[config.mk]
export PLATFORM = sky130hd
export DESIGN_NAME = obstacle_tracker
export DESIGN_NICKNAME = d
export VERILOG_FILES = /design/src/rtl/obstacle_tracker_pkg.sv /design/src/rtl/obstacle_tracker_object_track.sv /design/src/rtl/obstacle_tracker.sv
export SDC_FILE = /design/constraint.sdc
export NUM_CORES = 1
export LEC_CHECK = 0
export ABC_AREA = 1
export ABC_CLOCK_PERIOD_IN_PS = 2900
export BUFFER_PORTS_ARGS = -buffer_cell sky130_fd_sc_hd__buf_2
export CELL_PAD_IN_SITES_DETAIL_PLACEMENT = 1
export CELL_PAD_IN_SITES_GLOBAL_PLACEMENT = 1
export CORE_UTILIZATION = 25
export DETAILED_ROUTE_END_ITERATION = 7
export PLACE_DENSITY_LB_ADDON = 0.2
export SLEW_MARGIN = 20
export SYNTH_ARGS = -nofsm -noshare
export SYNTH_HDL_FRONTEND = slang
export SYNTH_HIERARCHICAL = 1
export SYNTH_SLANG_ARGS = --single-unit
export TNS_END_PERCENT = 5
[constraint.sdc]
create_clock -name i_clk -period 2.9 [get_ports i_clk]
set_input_delay 0.435 -clock i_clk [delete_from_list [all_inputs] [get_ports i_clk]]
set_output_delay 0.435 -clock i_clk [all_outputs]
set_load 0.01 [all_outputs]
[src/rtl/obstacle_tracker_pkg.sv]
// Shared definitions for the obstacle tracker, sequencer and sprite renderer:
// lane encoding and the per-object track state.
package obstacle_tracker_pkg;

  localparam logic [1:0] LANE_NULL  = 2'b00;
  localparam logic [1:0] LANE_LEFT  = 2'b01;
  localparam logic [1:0] LANE_MID   = 2'b10;
  localparam logic [1:0] LANE_RIGHT = 2'b11;

  typedef enum logic [1:0] {
    TRK_IDLE    = 2'd0,
    TRK_FALL    = 2'd1,
    TRK_RETIRED = 2'd2
  } trk_state_e;

endpackage

[src/rtl/obstacle_tracker_object_track.sv]
// One falling object: spawn/fall/retire FSM, y position, stored lane and
// the penguin collision compare. Advances only when i_step is high.
module object_track
  import obstacle_tracker_pkg::*;
#(
  parameter logic [9:0] TOP_Y       = 10'd40,
  parameter logic [9:0] BOTTOM_Y    = 10'd470,
  parameter logic [9:0] PENG_Y_TOP  = 10'd380,
  parameter logic [9:0] PENG_Y_BOT  = 10'd440,
  parameter logic [3:0] SCROLL_STEP = 4'd4
) (
  input  logic       i_clk,
  input  logic       i_rst,
  input  logic       i_step,
  input  logic [1:0] i_release,
  input  logic [1:0] i_penguin_lane,
  input  logic       i_hit_mask,
  output logic       o_active,
  output logic [9:0] o_y,
  output logic       o_hit
);

  trk_state_e  state_q, state_d;
  logic [9:0]  y_q, y_d;
  logic [1:0]  lane_q, lane_d;
  logic [10:0] y_sum;
  logic        in_band;

  assign y_sum = {1'b0, y_q} + {7'b0, SCROLL_STEP};

  always_ff @(posedge i_clk) begin
    if (i_rst) begin
      state_q <= TRK_IDLE;
      y_q     <= TOP_Y;
      lane_q  <= LANE_NULL;
    end else begin
      state_q <= state_d;
      y_q     <= y_d;
      lane_q  <= lane_d;
    end
  end

  // Lane changes take priority over a hit so a new release always respawns.
  always_comb begin
    state_d = state_q;
    y_d     = y_q;
    lane_d  = lane_q;
    if (i_step) begin
      if (i_release == LANE_NULL) begin
        state_d = TRK_IDLE;
        lane_d  = LANE_NULL;
        y_d     = TOP_Y;
      end else if (i_release != lane_q) begin
        state_d = TRK_FALL;
        lane_d  = i_release;
        y_d     = TOP_Y;
      end else if (o_hit) begin
        state_d = TRK_RETIRED;
      end else if (state_q == TRK_FALL) begin
        y_d = y_sum[9:0];
        if (y_sum > {1'b0, BOTTOM_Y}) state_d = TRK_RETIRED;
      end
    end
  end

  always_comb begin
    o_active = (state_q == TRK_FALL);
    o_y      = y_q;
    in_band  = (y_q >= PENG_Y_TOP) && (y_q <= PENG_Y_BOT);
    o_hit    = o_active && (lane_q == i_penguin_lane) && in_band && !i_hit_mask;
  end

endmodule

[src/rtl/obstacle_tracker.sv]
// Coin and barrier tracks plus the lives, score, invulnerability and
// hit-hold bookkeeping; everything advances on enabled frame ticks.
module obstacle_tracker
  import obstacle_tracker_pkg::*;
#(
  parameter logic [9:0] TOP_Y           = 10'd40,
  parameter logic [9:0] BOTTOM_Y        = 10'd470,
  parameter logic [9:0] PENG_Y_TOP      = 10'd380,
  parameter logic [9:0] PENG_Y_BOT      = 10'd440,
  parameter logic [3:0] SCROLL_STEP     = 4'd4,
  parameter logic [1:0] INIT_LIVES      = 2'd3,
  parameter logic [2:0] HIT_HOLD_FRAMES = 3'd2,
  parameter logic [5:0] INVULN_FRAMES   = 6'd48
) (
  input  logic       i_clk,
  input  logic       i_rst,
  input  logic       i_frame_tick,
  input  logic       i_game_en,
  input  logic [1:0] i_release_coin,
  input  logic [1:0] i_release_barrier,
  input  logic [1:0] i_penguin_lane,
  input  logic       i_penguin_jump,
  output logic       o_coin_active,
  output logic [9:0] o_coin_y,
  output logic       o_barrier_active,
  output logic [9:0] o_barrier_y,
  output logic       o_penguin_hit,
  output logic       o_coin_hit,
  output logic [1:0] o_lives,
  output logic [7:0] o_score,
  output logic       o_zero_lives
);

  logic [1:0] lives_q, lives_d;
  logic [7:0] score_q, score_d;
  logic [5:0] inv_q, inv_d;
  logic [2:0] coin_hold_q, coin_hold_d;
  logic [2:0] bar_hold_q, bar_hold_d;
  logic       tick_en, step, bar_mask;
  logic       coin_hit_raw, bar_hit_raw, coin_hit, bar_hit;

  assign tick_en  = i_frame_tick & i_game_en;
  // With no lives left only the hold counters keep draining.
  assign step     = tick_en & (lives_q != 2'd0);
  assign bar_mask = i_penguin_jump | (inv_q != 6'd0);
  assign coin_hit = coin_hit_raw & step;
  assign bar_hit  = bar_hit_raw & step;

  object_track #(
    .TOP_Y(TOP_Y), .BOTTOM_Y(BOTTOM_Y), .PENG_Y_TOP(PENG_Y_TOP),
    .PENG_Y_BOT(PENG_Y_BOT), .SCROLL_STEP(SCROLL_STEP)
  ) u_coin_track (
    .i_clk(i_clk), .i_rst(i_rst), .i_step(step), .i_release(i_release_coin),
    .i_penguin_lane(i_penguin_lane), .i_hit_mask(1'b0),
    .o_active(o_coin_active), .o_y(o_coin_y), .o_hit(coin_hit_raw)
  );

  object_track #(
    .TOP_Y(TOP_Y), .BOTTOM_Y(BOTTOM_Y), .PENG_Y_TOP(PENG_Y_TOP),
    .PENG_Y_BOT(PENG_Y_BOT), .SCROLL_STEP(SCROLL_STEP)
  ) u_barrier_track (
    .i_clk(i_clk), .i_rst(i_rst), .i_step(step), .i_release(i_release_barrier),
    .i_penguin_lane(i_penguin_lane), .i_hit_mask(bar_mask),
    .o_active(o_barrier_active), .o_y(o_barrier_y), .o_hit(bar_hit_raw)
  );

  always_ff @(posedge i_clk) begin
    if (i_rst) begin
      lives_q     <= INIT_LIVES;
      score_q     <= 8'd0;
      inv_q       <= 6'd0;
      coin_hold_q <= 3'd0;
      bar_hold_q  <= 3'd0;
    end else begin
      lives_q     <= lives_d;
      score_q     <= score_d;
      inv_q       <= inv_d;
      coin_hold_q <= coin_hold_d;
      bar_hold_q  <= bar_hold_d;
    end
  end

  always_comb begin
    lives_d     = lives_q;
    score_d     = score_q;
    inv_d       = inv_q;
    coin_hold_d = coin_hold_q;
    bar_hold_d  = bar_hold_q;
    if (step) begin
      if (bar_hit)               inv_d = INVULN_FRAMES;
      else if (inv_q != 6'd0)    inv_d = inv_q - 6'd1;
      if (bar_hit && lives_q != 2'd0)    lives_d = lives_q - 2'd1;
      if (coin_hit && score_q != 8'hff)  score_d = score_q + 8'd1;
    end
    if (tick_en) begin
      if (coin_hit)                  coin_hold_d = HIT_HOLD_FRAMES;
      else if (coin_hold_q != 3'd0)  coin_hold_d = coin_hold_q - 3'd1;
      if (bar_hit)                   bar_hold_d = HIT_HOLD_FRAMES;
      else if (bar_hold_q != 3'd0)   bar_hold_d = bar_hold_q - 3'd1;
    end
  end

  assign o_penguin_hit = (bar_hold_q != 3'd0);
  assign o_coin_hit    = (coin_hold_q != 3'd0);
  assign o_lives       = lives_q;
  assign o_score       = score_q;
  assign o_zero_lives  = (lives_q == 2'd0);

endmodule

==> results of run 1 <==
==> power groups by stage <==
| stage | sequential, uW | clock (uW) | combinational [uW] |
|---|---|---|---|
| after global routing | 707 | 604 | 478 |
| after detailed placement | 716 | 0 | 413 |
| final | 700 | 547 | 404 |
| after floorplan | 710 | 0 | 329 |
| after global placement | 714 | 0 | 412 |
| after CTS | 701 | 585 | 414 |
==> registers in the layout, summed over array words and instances (netlist names) <==
name / flops
o_score: 8
u_barrier_track/o_y: 8
u_coin_track/o_y: 8
inv_q: 6
bar_hold_q: 3
coin_hold_q: 3
o_lives: 2
u_barrier_track/lane_q: 2
u_barrier_track/state_q: 2
u_coin_track/lane_q: 2
u_coin_track/state_q: 2
==> worst max-delay path, stage by stage (launching register included) <==
cell and delay, ns:
dfxtp_1 0.30, inv_1 0.17, ha_1 0.18, nand4_1 0.13, or2_2 0.29, nor2_1 0.10, nand2_1 0.06, nor2_1 0.17
nand3_4 0.11, inv_1 0.08, nand2_2 0.18, nand2_1 0.17, inv_1 0.06, o21ai_0 0.07, a21oi_1 0.05
==> layout make-up <==
| type | count | area [um^2] |
|---|---|---|
| fillers | 1545 | 8468 |
| multi-input cells | 341 | 1827 |
| flip-flops and latches | 46 | 920.9 |
| inverters | 71 | 266.5 |
| repair buffers | 42 | 212.7 |
| well taps | 147 | 183.9 |
| clock buffers | 7 | 132.6 |
==> cell families after synthesis <==
family	share of synthesized area, %
AND/OR/NAND/NOR	40.49
flip-flops	29.80
XOR/XNOR	3.117
other	0.3643
adder cells (fa/ha/maj)	4.858
buffers and inverters	11.34
AO/OA/AOI/OAI	10.04
==> routing by layer <==
layer / vias up / global-route usage [%] / part of all wire [%]
li1: 1545 / - / -
met2: 33 / 23.15 / 47
met4: 0 / 3.421 / 1.1
met1: 1309 / 16.32 / 50
met5: - / 0 / 0
met3: 6 / 2.142 / 2.8
==> per-stage QoR <==
stage / util (%) / setup slack [ns] / total power (uW) / cell area (um^2)
finish: 29.50 / 0.6549 / 1651 / 3543
global route: 29.50 / 0.3465 / 1788 / 3543
CTS: 29.50 / 0.6137 / 1700 / 3543
detailed placement: 28.40 / 0.6314 / 1128 / 3411
global placement: 28.40 / 0.7060 / 1126 / 3411
floorplan: - / 0.8891 / 1038 / 3098
==> placed cells by master, fill, tap and decap left out <==
| cell | netlist | layout |
|---|---|---|
| nand3_2 | 4 | 4 |
| nand3_1 | 52 | 52 |
| buf_2 | 1 | 41 |
| a31oi_1 | 1 | 1 |
| a21oi_4 | 1 | 1 |
| nor2_2 | 11 | 11 |
| ha_1 | 12 | 12 |
| nand2_2 | 11 | 11 |
| clkbuf_1 | 1 | 2 |
| nand2_1 | 111 | 111 |
| o21ai_0 | 10 | 10 |
| a21oi_2 | 2 | 2 |
| inv_1 | 65 | 65 |
| nor3_1 | 1 | 1 |
| nand2_4 | 7 | 7 |
| o21bai_1 | 2 | 2 |
| dfxtp_1 | 46 | 46 |
| or2_2 | 4 | 4 |
| clkbuf_16 | 0 | 5 |
| a21oi_1 | 34 | 34 |
| o21ai_1 | 7 | 7 |
| inv_2 | 4 | 4 |
| nand3_4 | 2 | 2 |
| nor2_1 | 43 | 43 |
| buf_4 | 6 | 1 |
| conb_1 | 3 | 5 |
| nor2_4 | 3 | 3 |
| xor2_1 | 7 | 7 |
| nor2_8 | 1 | 1 |
| xnor2_1 | 4 | 4 |
| clkinv_1 | 2 | 2 |
| nand4_1 | 6 | 6 |
==> worst paths after layout <==
path | from | to | slack (ns) | depth (start not counted)
setup / recovery | inv_q[0] | inv_q[0] | 0.65 | 14
setup reg to reg | inv_q[0] | inv_q[0] | 0.65 | 14
hold / removal | u_coin_track/state_q[1] | u_coin_track/state_q[1] | 0.46 | 2
hold reg to reg | u_coin_track/state_q[1] | u_coin_track/state_q[1] | 0.46 | 2
==> cells in the mapped netlist (6+ instances only) <==
cell	number
a21oi_1	34
buf_4	6
dfxtp_1	46
ha_1	12
inv_1	65
nand2_1	111
nand2_2	11
nand2_4	7
nand3_1	52
nand4_1	6
nor2_1	43
nor2_2	11
o21ai_0	10
o21ai_1	7
xor2_1	7
==> metrics, run 1 <==
Fin Clk Skew=0.004342 ns; Avg Cell Area, Syn=6.604 um^2; global-route wire length before repair=13500 um; type of destination of the critical path=register; Clk pwr share=33.1%; crit path DAT=2.41 ns; final setup TNS=0 ns; hold buffers post-CTS=0; H-tree levels=2; Core ar.=12010 um^2; fin nets=530; clock transition at the registers of the reported paths=0.06 ns; Max Freq=0.4454 GHz; Int Pwr=1140 uW; Post-Syn Area=3090 um^2; min cycle time layout=2.245 ns; crit path max fanout=15; clock tree buffer depth=2; outcome=complete, no violations; Iteration-0 DRC Markers=57; Leak=0.001628 uW; cell taking the most area after synthesis=dfxtp_1; post-detail-place hpwl=6320 um; DRC viols=0; WL/cell=12.05 um; CP required=3.07 ns; Die W=113.2 um; gpl congestion=0.7559; post_cts resized=0; I/O Buffers=41; synth warn=6; Synth Flop Type=dfxtp_1; TritonCTS Sinks=46; P per Cell Area=466.0 nW/um^2; Slew Viols, Final=0; root buffer cell=clkbuf_16; Initial Utilization=25.73%; Via Count=2893; Psw=510.9 uW; synthesis-to-finish area growth=14.66%; largest net degree at the start of global routing=17; Seq pwr share=42.4%; die height=113.2 um; Routed WL=7883 um; CP Class=reg -> reg; boundary pin count=46; GR Overflow Total=0; cell count after synthesis=468; switch share=30.94%; Fin Hold WS=0.4560 ns; Total Routing Usage GR=13.05%; Final Hold Vio Count=0; max_cap viols=0; setup repair bufs after CTS=0; post-synthesis cell type count=33; Pre-Repair DR Iteration Count=4; initial antenna violation count=0; Async S/R FF share, synth=0%; CTS Buf Count=5; FP Rows=40; DR vias/cell=4.424; post-route ant nets=0; clk_lat worst skew=0.28 ns; post-synth top area share=29.80%; # setup viols final=0; placed cells=647; Gate power share=24.5%; VDD IR max=265.3 uV; antenna cells=0; HP Class=reg -> reg; synthesized flop and latch total=46; fin crit share=77.42%; Die Area=12810 um^2; vias in the first global route=2911; RSZ-0062 raised after global routing=no; Post-synth EDFFs=0; top cells by area, synth=dfxtp_1 (30%), nand2_1 (13%), nand3_1 (8.4%); Critical Path Start Type=register; sequential area share after synthesis=29.80%; CTS tree=built; layout cells sized above 1=19.13%; Non-Filler Instances=654
(Power assumes the default switching activity.)
==> run 2: changes to the inputs <==
--- a/config.mk
+++ b/config.mk
@@ -6,7 +6,7 @@
 export NUM_CORES = 1
 export LEC_CHECK = 0
 export ABC_AREA = 1
-export ABC_CLOCK_PERIOD_IN_PS = 2900
+export ABC_CLOCK_PERIOD_IN_PS = 1900
 export BUFFER_PORTS_ARGS = -buffer_cell sky130_fd_sc_hd__buf_2
 export CELL_PAD_IN_SITES_DETAIL_PLACEMENT = 1
 export CELL_PAD_IN_SITES_GLOBAL_PLACEMENT = 1
==> constraint.sdc (replaced) <==
create_clock -name i_clk -period 1.9 [get_ports i_clk]
set_input_delay 0.285 -clock i_clk [delete_from_list [all_inputs] [get_ports i_clk]]
set_output_delay 0.285 -clock i_clk [all_outputs]
set_load 0.01 [all_outputs]
==> run 2 against run 1 <==
Compared with the run above:
- the run now ends with negative setup slack left
- core utilization rose by 3.2 points
- die area stayed put
- non-clock buffer count grew 29
- cell count grew 4.9%
==> metrics, run 2 (synthesis gave the netlist of run 1 again) <==
outcome=complete, but fails checks; P per Cell Area=729.9 nW/um^2 (+57%); global-route wire length before repair=14530 um (+7.7%); most common cell after layout, fill and taps aside=nand2_1; type of destination of the critical path=register; Final Hold Vio Count=0 (unchanged); Leak=0.001811 uW (+11%); HP Class=in -> reg; Pre-Repair DR Iteration Count=4 (unchanged); I/O Buffers=41 (unchanged); gpl congestion=0.7539 (-0.26%); Initial Utilization=25.73% (unchanged); RSZ-0062 raised after global routing=yes; Layout fillers=1522 (-1.5%); CP delay by family, top=simple AND/OR/NAND/NOR gates; GR Overflow Total=0 (unchanged); Fin Clk Skew=0.005446 ns (+0.001104 ns); CTS tree=built; Routed WL=8737 um (+11%); Via Count=3077 (+6.4%); DR vias/cell=4.485 (+1.4%); Die Area=12810 um^2 (unchanged); clock transition at the registers of the reported paths=0.06 ns (about the same); Fin Hold WS=0.3039 ns (-0.1520 ns); worst setup margin=-0.004343 ns (-0.6592 ns); VDD IR max=337.1 uV (+27%); FP Rows=40 (unchanged); layout cells sized above 1=28.76% (+9.6 points); # setup viols final=1 (+1); violated checks=negative setup slack; fin nets=561 (+5.8%); slowest cell delay on critical path=0.33 ns (+0.03 ns); Slew Viols, Final=0 (unchanged); crit path max fanout=5 (-10); root buffer cell=clkbuf_16; CP Cell Sequence=inv_2, ha_4, nand4_1, or2_4, nor2_2, nand2_1, nor2_2, nand3_4, buf_6, nand2_8, nand2_8, o21ai_2, nand2_1; clk_lat worst skew=0.29 ns (about the same); fin crit share=100.2% (+23 points); min cycle time layout=1.904 ns (-0.3408 ns); vias in the first global route=2987 (+2.6%); Buf+Inv Stages, Crit Path=2 (-1); antenna cells=0 (unchanged); crit path DAT=2.08 ns (-0.33 ns); post-route ant nets=0 (unchanged); synthesis-to-finish area growth=27.21%; clock tree buffer depth=2 (unchanged); die height=113.2 um (unchanged); WL/cell=12.74 um (+5.7%); TritonCTS Sinks=46 (unchanged); Max Freq=0.5251 GHz (+18%); Core ar.=12010 um^2 (unchanged); Core Util, Final=32.73% (+3.2 points); boundary pin count=46 (unchanged); CP required=2.08 ns (-0.99 ns); DRC viols=0 (unchanged); initial antenna violation count=0 (unchanged); CP max stage cell=dfxtp_2; max_cap viols=0 (unchanged); Iteration-0 DRC Markers=87 (+53%); most frequent cells in the layout=nand2_1 (109), inv_1 (61), nand3_1 (51); largest net degree at the start of global routing=15 (-2); Die W=113.2 um (unchanged); Critical Path Start Type=register; Total Routing Usage GR=14.19% (+1.1 points); CP Class=reg -> reg; CTS Buf Count=5 (unchanged); H-tree levels=2 (unchanged); post-detail-place hpwl=6708 um (+6.1%)
run 2: where the power goes:
group          total [uW]  internal [uW]  switching, uW
logic                 790            335            455
registers            1070           1030           42.8
clock network        1010            617            393
run 2: metal layers:
layer	share of wire [%]	track usage, %
met5	0	0
met4	1.2	4.211
met3	2.4	2.035
met2	46	22.78
met1	50	19.64
run 2: worst min-delay path: cells and delay by family:
family,cells,cell delay [ns]
buf+inv,1,0.12
simple gates,1,0.08
compound gates,1,0.06
run 2: worst paths after layout:
check / startpoint / end / slack [ns] / cells after the start
setup reg to reg: inv_q[1] / u_barrier_track/o_y[3] / -0.004 / 13
hold / removal: i_release_barrier[1] / u_barrier_track/lane_q[1] / 0.30 / 3
hold reg to reg: bar_hold_q[2] / bar_hold_q[2] / 0.47 / 2
setup / recovery: inv_q[1] / u_barrier_track/o_y[3] / -0.004 / 13
run 2: area by class of cell:
cell class	count	area, um^2	area share (%)
Clock buffer	5	125.1	3.183
Tap cell	147	183.9	4.679
Timing Repair Buffer	71	434.2	11.04
Multi-Input combinational cell	343	1953	49.68
Clock inverter	3	40.04	1.018
Sequential cell	46	925.9	23.55
Inverter	71	269.0	6.843
run 2: what timing repair did:
action	in CTS	in global routing
resized for setup	6	26
hold buffers	0	0
endpoints found under the setup margin	20	34
setup buffers	0	1
pin swaps	2	8
cloned	2	0
run 2: stage by stage:
step	TNS, ns	cell area (um^2)	cells	setup slack, ns	total power (uW)
after floorplan	0	3107	470	0.001730	1587
after global placement	-0.2777	3623	675	-0.06050	1786
after detailed placement	-0.9431	3623	675	-0.1165	1808
after CTS	-0.01103	3829	685	-0.008872	2848
after global routing	-2.154	3931	686	-0.1698	3072
final	-0.004343	3931	686	-0.004343	2869
==> run 3: changes to the inputs <==
--- a/config.mk
+++ b/config.mk
@@ -13,6 +13,7 @@
 export CORE_UTILIZATION = 25
 export DETAILED_ROUTE_END_ITERATION = 7
 export PLACE_DENSITY_LB_ADDON = 0.2
+export SKIP_LAST_GASP = 1
 export SLEW_MARGIN = 20
 export SYNTH_ARGS = -nofsm -noshare
 export SYNTH_HDL_FRONTEND = slang
==> run 3 against run 2 <==
Compared with the run above:
- the run still ends with negative setup slack left
- die area did not move
- design area shrank 1.2%
- maximum frequency is essentially flat
- clock-buffer cell count unchanged
- non-clock buffer count unchanged
- largest power group unchanged
- combinational power shrank 0.6%
- wire length down 0.32%
- flip-flop and latch count did not move
- core utilization down 0.39 points
- cell count did not move
- sequential share of layout area rose by 0.18 points
- setup slack improved by 0.0014 ns
- largest cell class unchanged
==> metrics, run 3 (synthesis gave the netlist of run 1 again) <==
outcome=complete, but fails checks; violated checks=negative setup slack; Die W=113.2 um (unchanged); CTS Buf Count=5 (unchanged); Pre-Repair DR Iteration Count=4 (unchanged); gpl congestion=0.7539 (unchanged); vias in the first global route=2987 (unchanged); crit path DAT=2.08 ns (about the same); HP Class=in -> reg; most common cell after layout, fill and taps aside=nand2_1; crit path max fanout=5 (unchanged); global-route wire length before repair=14530 um (unchanged); fin nets=561 (unchanged); Leak=0.001814 uW (+0.18%); Iteration-0 DRC Markers=80 (-8.0%); RSZ-0062 raised after global routing=yes; Final Hold Vio Count=0 (unchanged); Slew Viols, Final=0 (unchanged); Max Freq=0.5255 GHz (about the same); Die Area=12810 um^2 (unchanged); synthesis-to-finish area growth=25.71%; DR vias/cell=4.490 (about the same); R2R Setup Slk=-0.003 ns (about the same); Reg area=922.1 um^2 (-0.41%); CP Class=reg -> reg; root buffer cell=clkbuf_16; P per Cell Area=737.0 nW/um^2 (+0.98%); r2r endpoint=u_barrier_track/o_y[3]; layout cells sized above 1=26.90% (-1.9 points); area of the multi-input gates=1911 um^2 (-2.2%); FP Rows=40 (unchanged); setup slack at placement=-0.1165 ns (unchanged); TritonCTS Sinks=46 (unchanged); reg2reg start=inv_q[1]; Core Util, Final=32.34% (-0.39 points); clock transition at the registers of the reported paths=0.06 ns (about the same); Initial Utilization=25.73% (unchanged); cell count of the worst hold path=2 (-1); largest net degree at the start of global routing=15 (unchanged); min cycle time layout=1.903 ns (-0.001436 ns); CTS tree=built; Buf+Inv Stages, Crit Path=2 (unchanged); clk_lat worst skew=0.29 ns (about the same); worst setup margin=-0.002907 ns (+0.001436 ns); post-detail-place hpwl=6708 um (unchanged); Reg2Reg Depth=13 (unchanged); hold endpoint=inv_q[4]; Fin Hold WS=0.2992 ns (-0.004743 ns); Via Count=3080 (+0.097%); CP required=2.08 ns (about the same); DRC viols=0 (unchanged); slowest cell delay on critical path=0.33 ns (about the same); fin crit share=100.2% (about the same); CP Cell Sequence=inv_2, ha_4, nand4_1, or2_4, nor2_2, nand2_1, nor2_2, nand3_4, buf_6, nand2_8, nand2_8, o21ai_2, nand2_1; final setup TNS=-0.002907 ns (+0.001436 ns); CP max stage cell=dfxtp_2; initial antenna violation count=0 (unchanged); Total Routing Usage GR=14.19% (unchanged); hold buffers post-CTS=0 (unchanged); Core ar.=12010 um^2 (unchanged); Layout fillers=1530 (+0.53%); Critical Path Start Type=register; hold_sp=i_rst; H-tree levels=2 (unchanged); clock tree buffer depth=2 (unchanged); Fin Clk Skew=0.006046 ns (+0.0005996 ns); post-route ant nets=0 (unchanged); Routed WL=8709 um (-0.32%); most frequent cells in the layout=nand2_1 (109), inv_1 (62), nand3_1 (51); # setup viols final=1 (unchanged); max_cap viols=0 (unchanged); GR Overflow Total=0 (unchanged); VDD IR max=334.7 uV (-0.73%); type of destination of the critical path=register; die height=113.2 um (unchanged); I/O Buffers=41 (unchanged); CP delay by family, top=simple AND/OR/NAND/NOR gates; antenna cells=0 (unchanged); boundary pin count=46 (unchanged); WL/cell=12.70 um (-0.32%)
run 3: what timing repair did:
item                       in CTS  in global routing
cloned                          2                  0
setup endpoints to repair      20                 34
resized for setup               6                 13
buffers inserted                0                  1
pin swaps                       2                  8
run 3: layer usage:
metal / track usage (%) / part of all wire [%] / vias up
met5: 0 / 0 / -
met2: 22.78 / 46 / 35
met1: 19.64 / 51 / 1426
met3: 2.035 / 2.4 / 8
li1: - / - / 1611
met4: 4.211 / 1.2 / 0
run 3: how the worst max path moves through the flow:
stage | startpoint | to | slack [ns] | depth (start not counted)
6_report | inv_q[1] | u_barrier_track/o_y[3] | -0.003 | 13
4_1_cts | inv_q[1] | inv_q[0] | -0.009 | 14
5_1_grt | inv_q[1] | u_barrier_track/o_y[3] | -0.16 | 13
3_5_place_dp | inv_q[1] | inv_q[0] | -0.12 | 13
3_3_place_gp | inv_q[1] | inv_q[1] | -0.06 | 13
2_1_floorplan | inv_q[0] | o_lives[1] | 0.002 | 13
run 3: power by group:
| part | leakage (uW) | internal, uW | switching (uW) |
|---|---|---|---|
| Combinational | 0.00136 | 334 | 451 |
| Clock | 0.0000836 | 617 | 393 |
| Sequential | 0.000373 | 1030 | 42.3 |
run 3: worst register-to-register path: stages (launching register included):
cell and delay (ns):
dfxtp_2 0.33, inv_2 0.07, ha_4 0.12, nand4_1 0.12
or2_4 0.28, nor2_2 0.08, nand2_1 0.07, nor2_2 0.14
nand3_4 0.10, buf_6 0.15, nand2_8 0.08, nand2_8 0.07
o21ai_2 0.13, nand2_1 0.06
run 3: final cells by class:
cell class,count,area share [%]
Timing Repair Buffer,71,11.18
Sequential cell,46,23.74
Clock inverter,3,1.031
Inverter,71,6.924
Tap cell,147,4.734
Multi-Input combinational cell,343,49.18
Clock buffer,5,3.221
run 3: metrics by stage:
stage          std cells  power (uW)  area, um^2
2_1_floorplan        470        1587        3107
3_3_place_gp         675        1786        3623
3_5_place_dp         675        1808        3623
4_1_cts              685        2848        3829
5_1_grt              686        3066        3885
6_report             686        2863        3885
